### config.mk
export PLATFORM = sky130hd
export DESIGN_NAME = neuron_mac
export DESIGN_NICKNAME = d
export VERILOG_FILES = /design/src/rtl/mlp_pkg.sv /design/src/rtl/neuron_weight_mem.sv /design/src/rtl/neuron_mac.sv
export SDC_FILE = /design/constraint.sdc
export NUM_CORES = 1
export LEC_CHECK = 0
export ABC_AREA = 1
export CELL_PAD_IN_SITES_DETAIL_PLACEMENT = 1
export CELL_PAD_IN_SITES_GLOBAL_PLACEMENT = 1
export CORE_MARGIN = 2
export CORE_UTILIZATION = 35
export DETAILED_ROUTE_END_ITERATION = 7
export DONT_BUFFER_PORTS = 1
export PLACE_DENSITY_LB_ADDON = 0.1
export SYNTH_ARGS = -nofsm -noshare
export SYNTH_HDL_FRONTEND = slang
export SYNTH_HIERARCHICAL = 1
export SYNTH_SLANG_ARGS = --single-unit
### constraint.sdc
create_clock -name clk -period 6.9 [get_ports clk]
set_clock_uncertainty 0.1 [all_clocks]
set_input_delay 0.69 -clock clk [delete_from_list [all_inputs] [get_ports clk]]
set_output_delay 0.69 -clock clk [all_outputs]
set_load 0.01 [all_outputs]
### src/rtl/mlp_pkg.sv
// Shared MLP types, default widths and the output rescale/saturate helper.
// Used by neuron_mac and neuron_weight_mem.
package mlp_pkg;

    localparam int DEF_DATA_WIDTH = 8;
    localparam int DEF_FRAC_BITS  = 4;
    localparam int DEF_ACC_WIDTH  = 24;

    typedef enum logic [1:0] {
        ACCUM  = 2'd0,
        FINISH = 2'd1,
        OUTPUT = 2'd2
    } state_t;

    // Floor-shift by frac, then clamp to a dw-bit signed range.
    function automatic logic signed [63:0] sat_shift(
        input logic signed [63:0] acc,
        input int                 frac,
        input int                 dw
    );
        logic signed [63:0] sh;
        logic signed [63:0] hi;
        logic signed [63:0] lo;
        sh = acc >>> frac;
        hi = (64'sd1 <<< (dw - 1)) - 64'sd1;
        lo = -(64'sd1 <<< (dw - 1));
        if (sh > hi) begin
            sat_shift = hi;
        end else if (sh < lo) begin
            sat_shift = lo;
        end else begin
            sat_shift = sh;
        end
    endfunction

endpackage

### src/rtl/neuron_weight_mem.sv
// Per-neuron weight register file.
// Synchronous write port, combinational read at the MAC index.
module neuron_weight_mem
    import mlp_pkg::*;
#(
    parameter int DATA_WIDTH = DEF_DATA_WIDTH,
    parameter int NUM_INPUTS = 16,
    localparam int IDX_W = $clog2(NUM_INPUTS)
) (
    input  logic                  clk,
    input  logic                  rst,
    input  logic                  we,
    input  logic [IDX_W-1:0]      wr_addr,
    input  logic [DATA_WIDTH-1:0] wr_data,
    input  logic [IDX_W-1:0]      rd_addr,
    output logic [DATA_WIDTH-1:0] rd_data
);

    logic [DATA_WIDTH-1:0] mem [NUM_INPUTS];

    // Weight storage; reset clears all entries and wins over a write.
    always_ff @(posedge clk) begin
        if (rst) begin
            for (int i = 0; i < NUM_INPUTS; i++) begin
                mem[i] <= '0;
            end
        end else if (we && (32'(wr_addr) < NUM_INPUTS)) begin
            mem[wr_addr] <= wr_data;
        end
    end

    assign rd_data = mem[rd_addr];

endmodule

### src/rtl/neuron_mac.sv
// Single-neuron MAC: weighted sum of NUM_INPUTS activations plus bias,
// rescaled and saturated. Optional macro NEURON_MAC_RELU_EN clamps to >= 0.
module neuron_mac
    import mlp_pkg::*;
#(
    parameter int DATA_WIDTH = DEF_DATA_WIDTH,
    parameter int FRAC_BITS  = DEF_FRAC_BITS,
    parameter int NUM_INPUTS = 16,
    parameter int ACC_WIDTH  = DEF_ACC_WIDTH,
    localparam int IDX_W = $clog2(NUM_INPUTS)
) (
    input  logic                  clk,
    input  logic                  rst,
    input  logic                  w_we,
    input  logic [IDX_W-1:0]      w_addr,
    input  logic [DATA_WIDTH-1:0] w_data,
    input  logic                  b_we,
    input  logic [DATA_WIDTH-1:0] b_data,
    input  logic                  in_valid,
    output logic                  in_ready,
    input  logic [DATA_WIDTH-1:0] in_data,
    output logic                  out_valid,
    input  logic                  out_ready,
    output logic [DATA_WIDTH-1:0] out_data,
    output logic                  busy
);

    localparam int PW = 2 * DATA_WIDTH;
    localparam logic [IDX_W-1:0] LAST = IDX_W'(NUM_INPUTS - 1);

    state_t state;
    state_t state_nxt;

    logic [IDX_W-1:0]            idx;
    logic signed [ACC_WIDTH-1:0] acc;
    logic [DATA_WIDTH-1:0]       bias;
    logic [DATA_WIDTH-1:0]       w_rd;

    logic [PW-1:0]               a_ext;
    logic [PW-1:0]               w_ext;
    logic [PW-1:0]               prod;
    logic signed [ACC_WIDTH-1:0] prod_ext;
    logic signed [ACC_WIDTH-1:0] acc_base;
    logic signed [ACC_WIDTH-1:0] bias_ext;
    logic signed [ACC_WIDTH-1:0] sum;
    logic signed [63:0]          sum_64;
    logic signed [63:0]          sat_64;
    logic [DATA_WIDTH-1:0]       res;

    logic xfer;
    logic last;
    logic hs;

    neuron_weight_mem #(
        .DATA_WIDTH (DATA_WIDTH),
        .NUM_INPUTS (NUM_INPUTS)
    ) u_wmem (
        .clk     (clk),
        .rst     (rst),
        .we      (w_we),
        .wr_addr (w_addr),
        .wr_data (w_data),
        .rd_addr (idx),
        .rd_data (w_rd)
    );

    assign xfer = in_valid & in_ready;
    assign last = (idx == LAST);
    assign hs   = out_valid & out_ready;

    // Full-width signed product; the low 2*DATA_WIDTH bits are exact.
    assign a_ext    = {{DATA_WIDTH{in_data[DATA_WIDTH-1]}}, in_data};
    assign w_ext    = {{DATA_WIDTH{w_rd[DATA_WIDTH-1]}}, w_rd};
    assign prod     = a_ext * w_ext;
    assign prod_ext = {{(ACC_WIDTH-PW){prod[PW-1]}}, prod};
    assign acc_base = (idx == '0) ? '0 : acc;

    // Bias is aligned to the product's 2*FRAC_BITS scale before the add.
    assign bias_ext = {{(ACC_WIDTH-DATA_WIDTH){bias[DATA_WIDTH-1]}}, bias};
    assign sum      = acc + (bias_ext <<< FRAC_BITS);
    assign sum_64   = {{(64-ACC_WIDTH){sum[ACC_WIDTH-1]}}, sum};
    assign sat_64   = sat_shift(sum_64, FRAC_BITS, DATA_WIDTH);

`ifdef NEURON_MAC_RELU_EN
    assign res = sat_64[DATA_WIDTH-1] ? '0 : sat_64[DATA_WIDTH-1:0];
`else
    assign res = sat_64[DATA_WIDTH-1:0];
`endif

    // State register.
    always_ff @(posedge clk) begin
        if (rst) begin
            state <= ACCUM;
        end else begin
            state <= state_nxt;
        end
    end

    // Next-state and handshake outputs.
    always_comb begin
        state_nxt = state;
        in_ready  = 1'b0;
        out_valid = 1'b0;
        unique case (state)
            ACCUM: begin
                in_ready = 1'b1;
                if (in_valid && last) begin
                    state_nxt = FINISH;
                end
            end
            FINISH: begin
                state_nxt = OUTPUT;
            end
            OUTPUT: begin
                out_valid = 1'b1;
                if (out_ready) begin
                    state_nxt = ACCUM;
                end
            end
            default: begin
                state_nxt = ACCUM;
            end
        endcase
    end

    // Bias register; reset wins over a same-cycle write.
    always_ff @(posedge clk) begin
        if (rst) begin
            bias <= '0;
        end else if (b_we) begin
            bias <= b_data;
        end
    end

    // Accumulator, index, result register and busy flag.
    always_ff @(posedge clk) begin
        if (rst) begin
            idx      <= '0;
            acc      <= '0;
            out_data <= '0;
            busy     <= 1'b0;
        end else begin
            if (xfer) begin
                acc  <= acc_base + prod_ext;
                idx  <= last ? '0 : idx + 1'b1;
                busy <= 1'b1;
            end
            if (state == FINISH) begin
                out_data <= res;
            end
            if (hs) begin
                busy <= 1'b0;
            end
        end
    end

endmodule

==> impl_metrics.tcl, run 1 <==
set metrics [dict create \
    io_pins 45 \
    ys_seq_elements 175 \
    post-route-period-util_pct 93.1 \
    post_drt_wl_per_cell_um 18.0 \
    netlist_area_sq_um 13900 \
    diodes 0 \
    cp-end-kind "register" \
    core_sq_um 39500 \
    crit_arrival_ns 6.67 \
    antenna_found_initial 0 \
    grt_pass1_wl_um 66800 \
    p_int_uw 3850 \
    start_util_pct 35.2 \
    die-height_um 203 \
    place_area_sq_um 14600 \
    slew_headroom_pct 31.4 \
    final_cell_mix "404 x nand2_1, 349 x inv_1, 211 x nor2_1" \
    num-fill-cells 4813 \
    mostFrequentLayoutCell "nand2_1" \
    worst-path-max-fanout 15 \
    switchingPower_uw 3980 \
    cts_num_sinks 175 \
    nets 1960 \
    cp.required_ns 7.14 \
    drv_slew 0 \
    cts_tree "yes" \
    viasPerCell 4.83 \
    synth_seq_area_share_pct 34.4 \
    routed-via-count 11000 \
    clkPwrFrac_pct 12.9 \
    cp_slowest_cell "fa_1" \
    root_buffer "clkbuf_16" \
    max-vdd-ir-drop_mv 0.314 \
    dr.pass1.iters 5 \
    critical-path-top-delay-family "adder cells" \
    critPathMostFrequentCell "fa_1" \
    syn_area_per_cell_sq_um 7.92 \
    yosys_warnings 6 \
    numPortBuffers 0 \
    first_iter_violations 508 \
    powerDensity_nw_per_um2 515 \
    syn_inst 1757 \
    place_hpwl_um 32000 \
    hold_violations 0 \
    worst-path-buf-inv 5 \
    timing.fmax_mhz 156 \
    worst_pin_slew_ns 1.03 \
    fin_setup_tns_ns 0 \
    synth.net_count 1971 \
    hold_path.class "in2reg" \
    cts_buffers 17 \
    syn_to_final_growth_pct 9.23 \
    ff_latch_area_sq_um 4790 \
    power_leakage_uw 0.00759 \
    switching_share_pct 50.8 \
    rsz0062_at_grt "yes" \
    gp_congestion 0.810 \
    first_global_vias 11900 \
    grt.total_usage_pct 21.0 \
    start_kind "register" \
    clk_pin_slew_ns 0.07 \
    rrSetupSlack_ns 0.48 \
    drt-total-wl_um 41000 \
    critPathKind "reg2reg" \
    cap_violations 0 \
    grt_max_degree 41 \
    instances_no_fill 2284 \
    max_stage_delay_ns 0.55 \
    antenna_left 0 \
    rows 73 \
    dieWidth_um 203 \
    clockBufferDepth 2 \
    pwr-share-seq_pct 16.6 \
    dp_cells 2249 \
    htree_num_levels 4 \
    final_util_pct 38.5 \
    clock_latency_ns 0.45 \
    drive_above_1_share_pct 6.88 \
    pwr-share-comb_pct 70.5 \
    design_area_sq_um 15200 \
    grt_overflow 0 \
    drc 0 \
    status "finished clean" \
    multi_input_area_sq_um 7550 \
    setup_viol 0 \
    die_area_sq_um 41300 \
    period_needed_ns 6.42 \
    yosys.cell_types.count 42 \
]
cells in the mapped netlist:
library cell / count / area share [%]
nand2_1: 405 / 11
inv_1: 350 / 9.4
nor2_1: 211 / 5.7
nand3_1: 146 / 5.3
edfxtp_1: 128 / 28
fa_1: 105 / 15
ha_1: 75 / 6.7
a21oi_1: 64 / 2.3
dfxtp_1: 47 / 6.8
o21ai_0: 47 / 1.7
clkbuf_1: 38 / 1.0
buf_2: 17 / 0.61
nand2_2: 17 / 0.76
xnor2_1: 13 / 0.82
xor2_1: 13 / 0.82
nand3_2: 12 / 0.86
nand4_1: 8 / 0.36
nor2_2: 6 / 0.27
nor3_1: 5 / 0.18
o211ai_1: 5 / 0.27
o21bai_1: 5 / 0.27
a21oi_2: 4 / 0.25
inv_2: 4 / 0.11
or2_2: 4 / 0.18
buf_1: 3 / 0.081
clkinv_1: 3 / 0.081
nor3_4: 3 / 0.35
a31oi_1: 2 / 0.090
nor2_4: 2 / 0.16
o21a_1: 2 / 0.11
o31ai_1: 2 / 0.11
a211oi_1: 1 / 0.054
a21boi_0: 1 / 0.054
a21o_1: 1 / 0.054
and2_0: 1 / 0.045
and2_4: 1 / 0.063
buf_4: 1 / 0.054
nand2_4: 1 / 0.081
nand3b_1: 1 / 0.054
nor3_2: 1 / 0.072
nor4_1: 1 / 0.045
o311ai_0: 1 / 0.063
cell families (layout without fill, tap and decap cells):
group	after synthesis	in the layout	synth area share [%]
AOI/OAI and AO/OA	135	135	5.32
xor gates and xnor gates	26	26	1.64
adders and majority gates	180	180	21.9
buffers and inverters	416	418	11.4
DFF	175	175	34.4
and+or+nand+nor	825	825	25.4
final cells by class:
cell class,instances,area share (%)
Inverter,357,8.85
Multi-Input combinational cell,1166,49.7
Timing Repair Buffer,29,1.70
Tap cell,525,4.32
Sequential cell,175,31.5
Clock buffer,22,3.28
Clock inverter,10,0.634
repair_timing:
action	4_1_cts	5_1_grt
hold buffers	0	0
endpoints found under the setup margin	0	4
buffers inserted	0	3
gates resized for setup	0	7
worst paths after layout:
path	from	end	depth (start not counted)
setup / recovery	idx[0]$_SDFFE_PP0P_	acc[17]$_SDFFE_PP0P_	25
hold / removal	rst	out_data[0]$_SDFFE_PP0N_	1
setup reg to reg	idx[0]$_SDFFE_PP0P_	acc[17]$_SDFFE_PP0P_	25
hold reg to reg	acc[2]$_SDFFE_PP0P_	acc[2]$_SDFFE_PP0P_	2
sequential cells by signal, summed over array words and instances (netlist names):
register    flops
u_wmem/mem    128
acc            24
bias            8
out_data        8
idx             4
state           2
busy            1
metrics by stage:
step | hold slack (ns) | power [uW] | setup slack, ns
after floorplan | 0.330 | 5360 | 0.900
final | 0.197 | 7820 | 0.476
after global routing | 0.174 | 8830 | -0.00465
after detailed placement | 0.355 | 6770 | 0.406
after CTS | 0.169 | 7870 | 0.370
after global placement | 0.345 | 6730 | 0.429
power by group through the flow:
stage	clock network, uW	registers (uW)	logic (uW)
floorplan	0	1290	4060
CTS	1040	1300	5540
finish	1010	1300	5520
detailed placement	0	1320	5450
global route	1070	1310	6450
global placement	0	1320	5410
worst register-to-register path, delay by kind of cell, from the launching register on:
kind,cells,cell delay [ns]
adders and majority gates,6,2.91
xor gates and xnor gates,1,0.17
buffers and inverters,5,0.79
DFF,1,0.35
and+or+nand+nor,7,0.84
AOI/OAI and AO/OA,6,1.18
metal layers:
| layer | up-vias | track usage, % | routed length, um |
|---|---|---|---|
| met4 | 0 | 3.86 | 332 |
| met2 | 125 | 32.6 | 17800 |
| met5 | - | 0 | 0 |
| met1 | 5490 | 31.2 | 21500 |
| li1 | 5405 | - | - |
| met3 | 18 | 3.29 | 1410 |
(Power assumes the default switching activity.)
==> run 2, diff against run 1 <==
--- a/config.mk
+++ b/config.mk
@@ -10,10 +10,10 @@
 export CELL_PAD_IN_SITES_GLOBAL_PLACEMENT = 1
 export CORE_MARGIN = 2
 export CORE_UTILIZATION = 35
+export CTS_BUF_LIST = sky130_fd_sc_hd__clkbuf_8 sky130_fd_sc_hd__clkbuf_16
 export DETAILED_ROUTE_END_ITERATION = 7
 export DONT_BUFFER_PORTS = 1
 export PLACE_DENSITY_LB_ADDON = 0.1
 export SYNTH_ARGS = -nofsm -noshare
 export SYNTH_HDL_FRONTEND = slang
-export SYNTH_HIERARCHICAL = 1
 export SYNTH_SLANG_ARGS = --single-unit
==> impl_metrics.tcl, run 2 <==
set metrics [dict create \
    setup_viol 0 \
    synth_xor_area_share_pct 2.03 \
    switchingPower_uw 4080 \
    antenna_found_initial 0 \
    p_int_uw 3850 \
    pwr-share-comb_pct 71.2 \
    first_iter_violations 467 \
    numPortBuffers 0 \
    grt_max_degree 56 \
    drive_above_1_share_pct 5.29 \
    clkPwrFrac_pct 12.1 \
    cp-end-kind "register" \
    clock_latency_ns 0.46 \
    slew_headroom_pct 36.5 \
    routed-via-count 10100 \
    synthTopCellsByArea "edfxtp_1 29%, fa_1 16%, nor2_1 7.9%" \
    status "finished clean" \
    largest_reg_flops 128 \
    rows 71 \
    critPathKind "reg2reg" \
    fin_setup_tns_ns 0 \
    final_util_pct 39.0 \
    hold_violations 0 \
    viasPerCell 4.92 \
    antenna_left 0 \
    timing.fmax_mhz 155 \
    mostFrequentLayoutCell "nor2_1" \
    synth_flop_cell "edfxtp_1" \
    top_regs "u_wmem.mem (128), acc (24)" \
    ys_seq_elements 179 \
    hold_path.class "in2reg" \
    max-vdd-ir-drop_mv 0.339 \
    synth_seq_area_share_pct 36.6 \
    num-fill-cells 4449 \
    ys_top_cells_by_count "278 x nor2_1, 255 x inv_1, 209 x nand2_1" \
    place_area_sq_um 14000 \
    synth_edf_count 128 \
    synth.net_count 1746 \
    gp_congestion 0.830 \
    core_sq_um 37500 \
    power_uw 7920 \
    syn_inst 1532 \
    drt-total-wl_um 39000 \
    drv_slew 0 \
    syn_to_final_growth_pct 10.0 \
    synth_compound_area_share_pct 9.91 \
    dr.pass1.iters 4 \
    io_pins 45 \
    power_leakage_uw 0.00663 \
    diodes 0 \
    async_reset_ff_share_pct 0 \
    yosys_warnings 0 \
    instances_no_fill 2062 \
    synth.largest_area_cell "edfxtp_1" \
    die-height_um 199 \
    pwr-share-seq_pct 16.7 \
    synth_simple_gate_area_share_pct 17.6 \
    dp_cells 2025 \
    crit_arrival_ns 6.72 \
    switching_share_pct 51.5 \
    cts_tree "yes" \
    dieWidth_um 199 \
    worst_pin_slew_ns 0.945 \
    synth_most_common_cell "nor2_1" \
    synth_fa_ha_area_share_pct 22.9 \
    clk_pin_slew_ns 0.08 \
    place_hpwl_um 30400 \
    final_cell_mix "277 x nor2_1, 255 x inv_1, 208 x nand2_1" \
    syn_area_per_cell_sq_um 8.67 \
    drc 0 \
    netlist_area_sq_um 13300 \
    cap_violations 0 \
    post-route-period-util_pct 93.5 \
    post_drt_wl_per_cell_um 18.9 \
    nets 1752 \
    start_kind "register" \
    design_area_sq_um 14600 \
    cts_buffers 17 \
    cts_num_sinks 179 \
    htree_num_levels 4 \
    yosys.area.top_type_share_pct 28.9 \
    yosys.cell_types.count 40 \
    clockBufferDepth 2 \
    powerDensity_nw_per_um2 542 \
    grt_pass1_wl_um 60900 \
    die_area_sq_um 39500 \
    start_util_pct 35.4 \
    synth_top_family_by_area "adder cells" \
    first_global_vias 10900 \
    worst-path-max-fanout 13 \
    period_needed_ns 6.45 \
    root_buffer "clkbuf_16" \
    grt.total_usage_pct 20.6 \
    cp.required_ns 7.16 \
    grt_overflow 0 \
    muxShareOfSynthArea_pct 2.41 \
    largest-register "u_wmem.mem" \
]
-- run 2: cell types whose count changed after synthesis, moves of 33 or more --
cell      previous run  this run
nand3_1            146        54
nand2_1            405       209
inv_1              350       255
o21ai_0             47        89
o211ai_1             5        38
nor2_1             211       278
-- run 2: area by class of cell --
type / count / area (sq um) / share of cell area [%]
inverters: 258 / 968 / 6.63
multi-input cells: 1054 / 7310 / 50.0
well taps: 511 / 639 / 4.37
repair buffers: 28 / 267 / 1.82
flip-flops and latches: 179 / 4870 / 33.3
clock inverters: 15 / 141 / 0.967
clock buffers: 17 / 425 / 2.91
-- run 2: logic make-up after synthesis --
family	count (synthesis)
simple gates	577
buf+inv	299
compound gates	235
fa+ha+maj	180
flops	179
mux	32
xor+xnor	30
-- run 2: per-layer routing --
metal  up-vias  routed length (um)  global-route usage, %
li1       4965                   -                      -
met1      5029               16500                   24.3
met2       108               20900                   38.6
met3        42                 874                   2.80
met4         0                 684                   5.86
met5         -                   0                      0
-- run 2: per-stage QoR --
step           hold slack [ns]  setup WS, ns
2_1_floorplan            0.331        0.0238
3_3_place_gp             0.350         0.160
3_5_place_dp             0.354       0.00576
4_1_cts                  0.184       0.00601
5_1_grt                  0.202      -0.00855
6_report                 0.224         0.448
-- run 2: worst paths after layout --
| check | slack (ns) | endpoint | cells past startpoint | startpoint |
|---|---|---|---|---|
| hold reg to reg | 0.36 | acc[0]$_SDFFE_PP0P_ | 2 | acc[0]$_SDFFE_PP0P_ |
| setup / recovery | 0.45 | acc[21]$_SDFFE_PP0P_ | 24 | register |
| setup reg to reg | 0.45 | acc[21]$_SDFFE_PP0P_ | 24 | register |
| hold / removal | 0.22 | acc[6]$_SDFFE_PP0P_ | 1 | rst |
-- run 2: power by group through the flow --
stage,Sequential (uW),Clock (uW),Combinational (uW)
2_1_floorplan,1320,0,4140
3_3_place_gp,1350,0,5620
3_5_place_dp,1350,0,5660
4_1_cts,1330,989,5700
5_1_grt,1330,1020,6510
6_report,1320,961,5640
-- run 2: what timing repair did --
item,4_1_cts,5_1_grt
buffers inserted,0,5
gates resized for setup,0,4
setup endpoints to repair,0,10
hold buffers,0,0
-- run 2: worst max-delay path, cell delays in order, from the launching register on --
cell and delay (ns):
dfxtp_4 0.45, buf_4 0.17, o21ai_0 0.31, o21ai_0 0.22
o211ai_1 0.29, nand2_1 0.11, inv_1 0.08, nor2_1 0.10
fa_1 0.59, inv_1 0.16, fa_1 0.55, inv_1 0.20
fa_1 0.61, inv_1 0.07, fa_1 0.53, inv_1 0.05
ha_1 0.28, ha_1 0.37, nand2_1 0.13, nor4_2 0.36
nand4_1 0.22, nand4_1 0.15, nand3_1 0.08, o211ai_1 0.11
inv_1 0.06
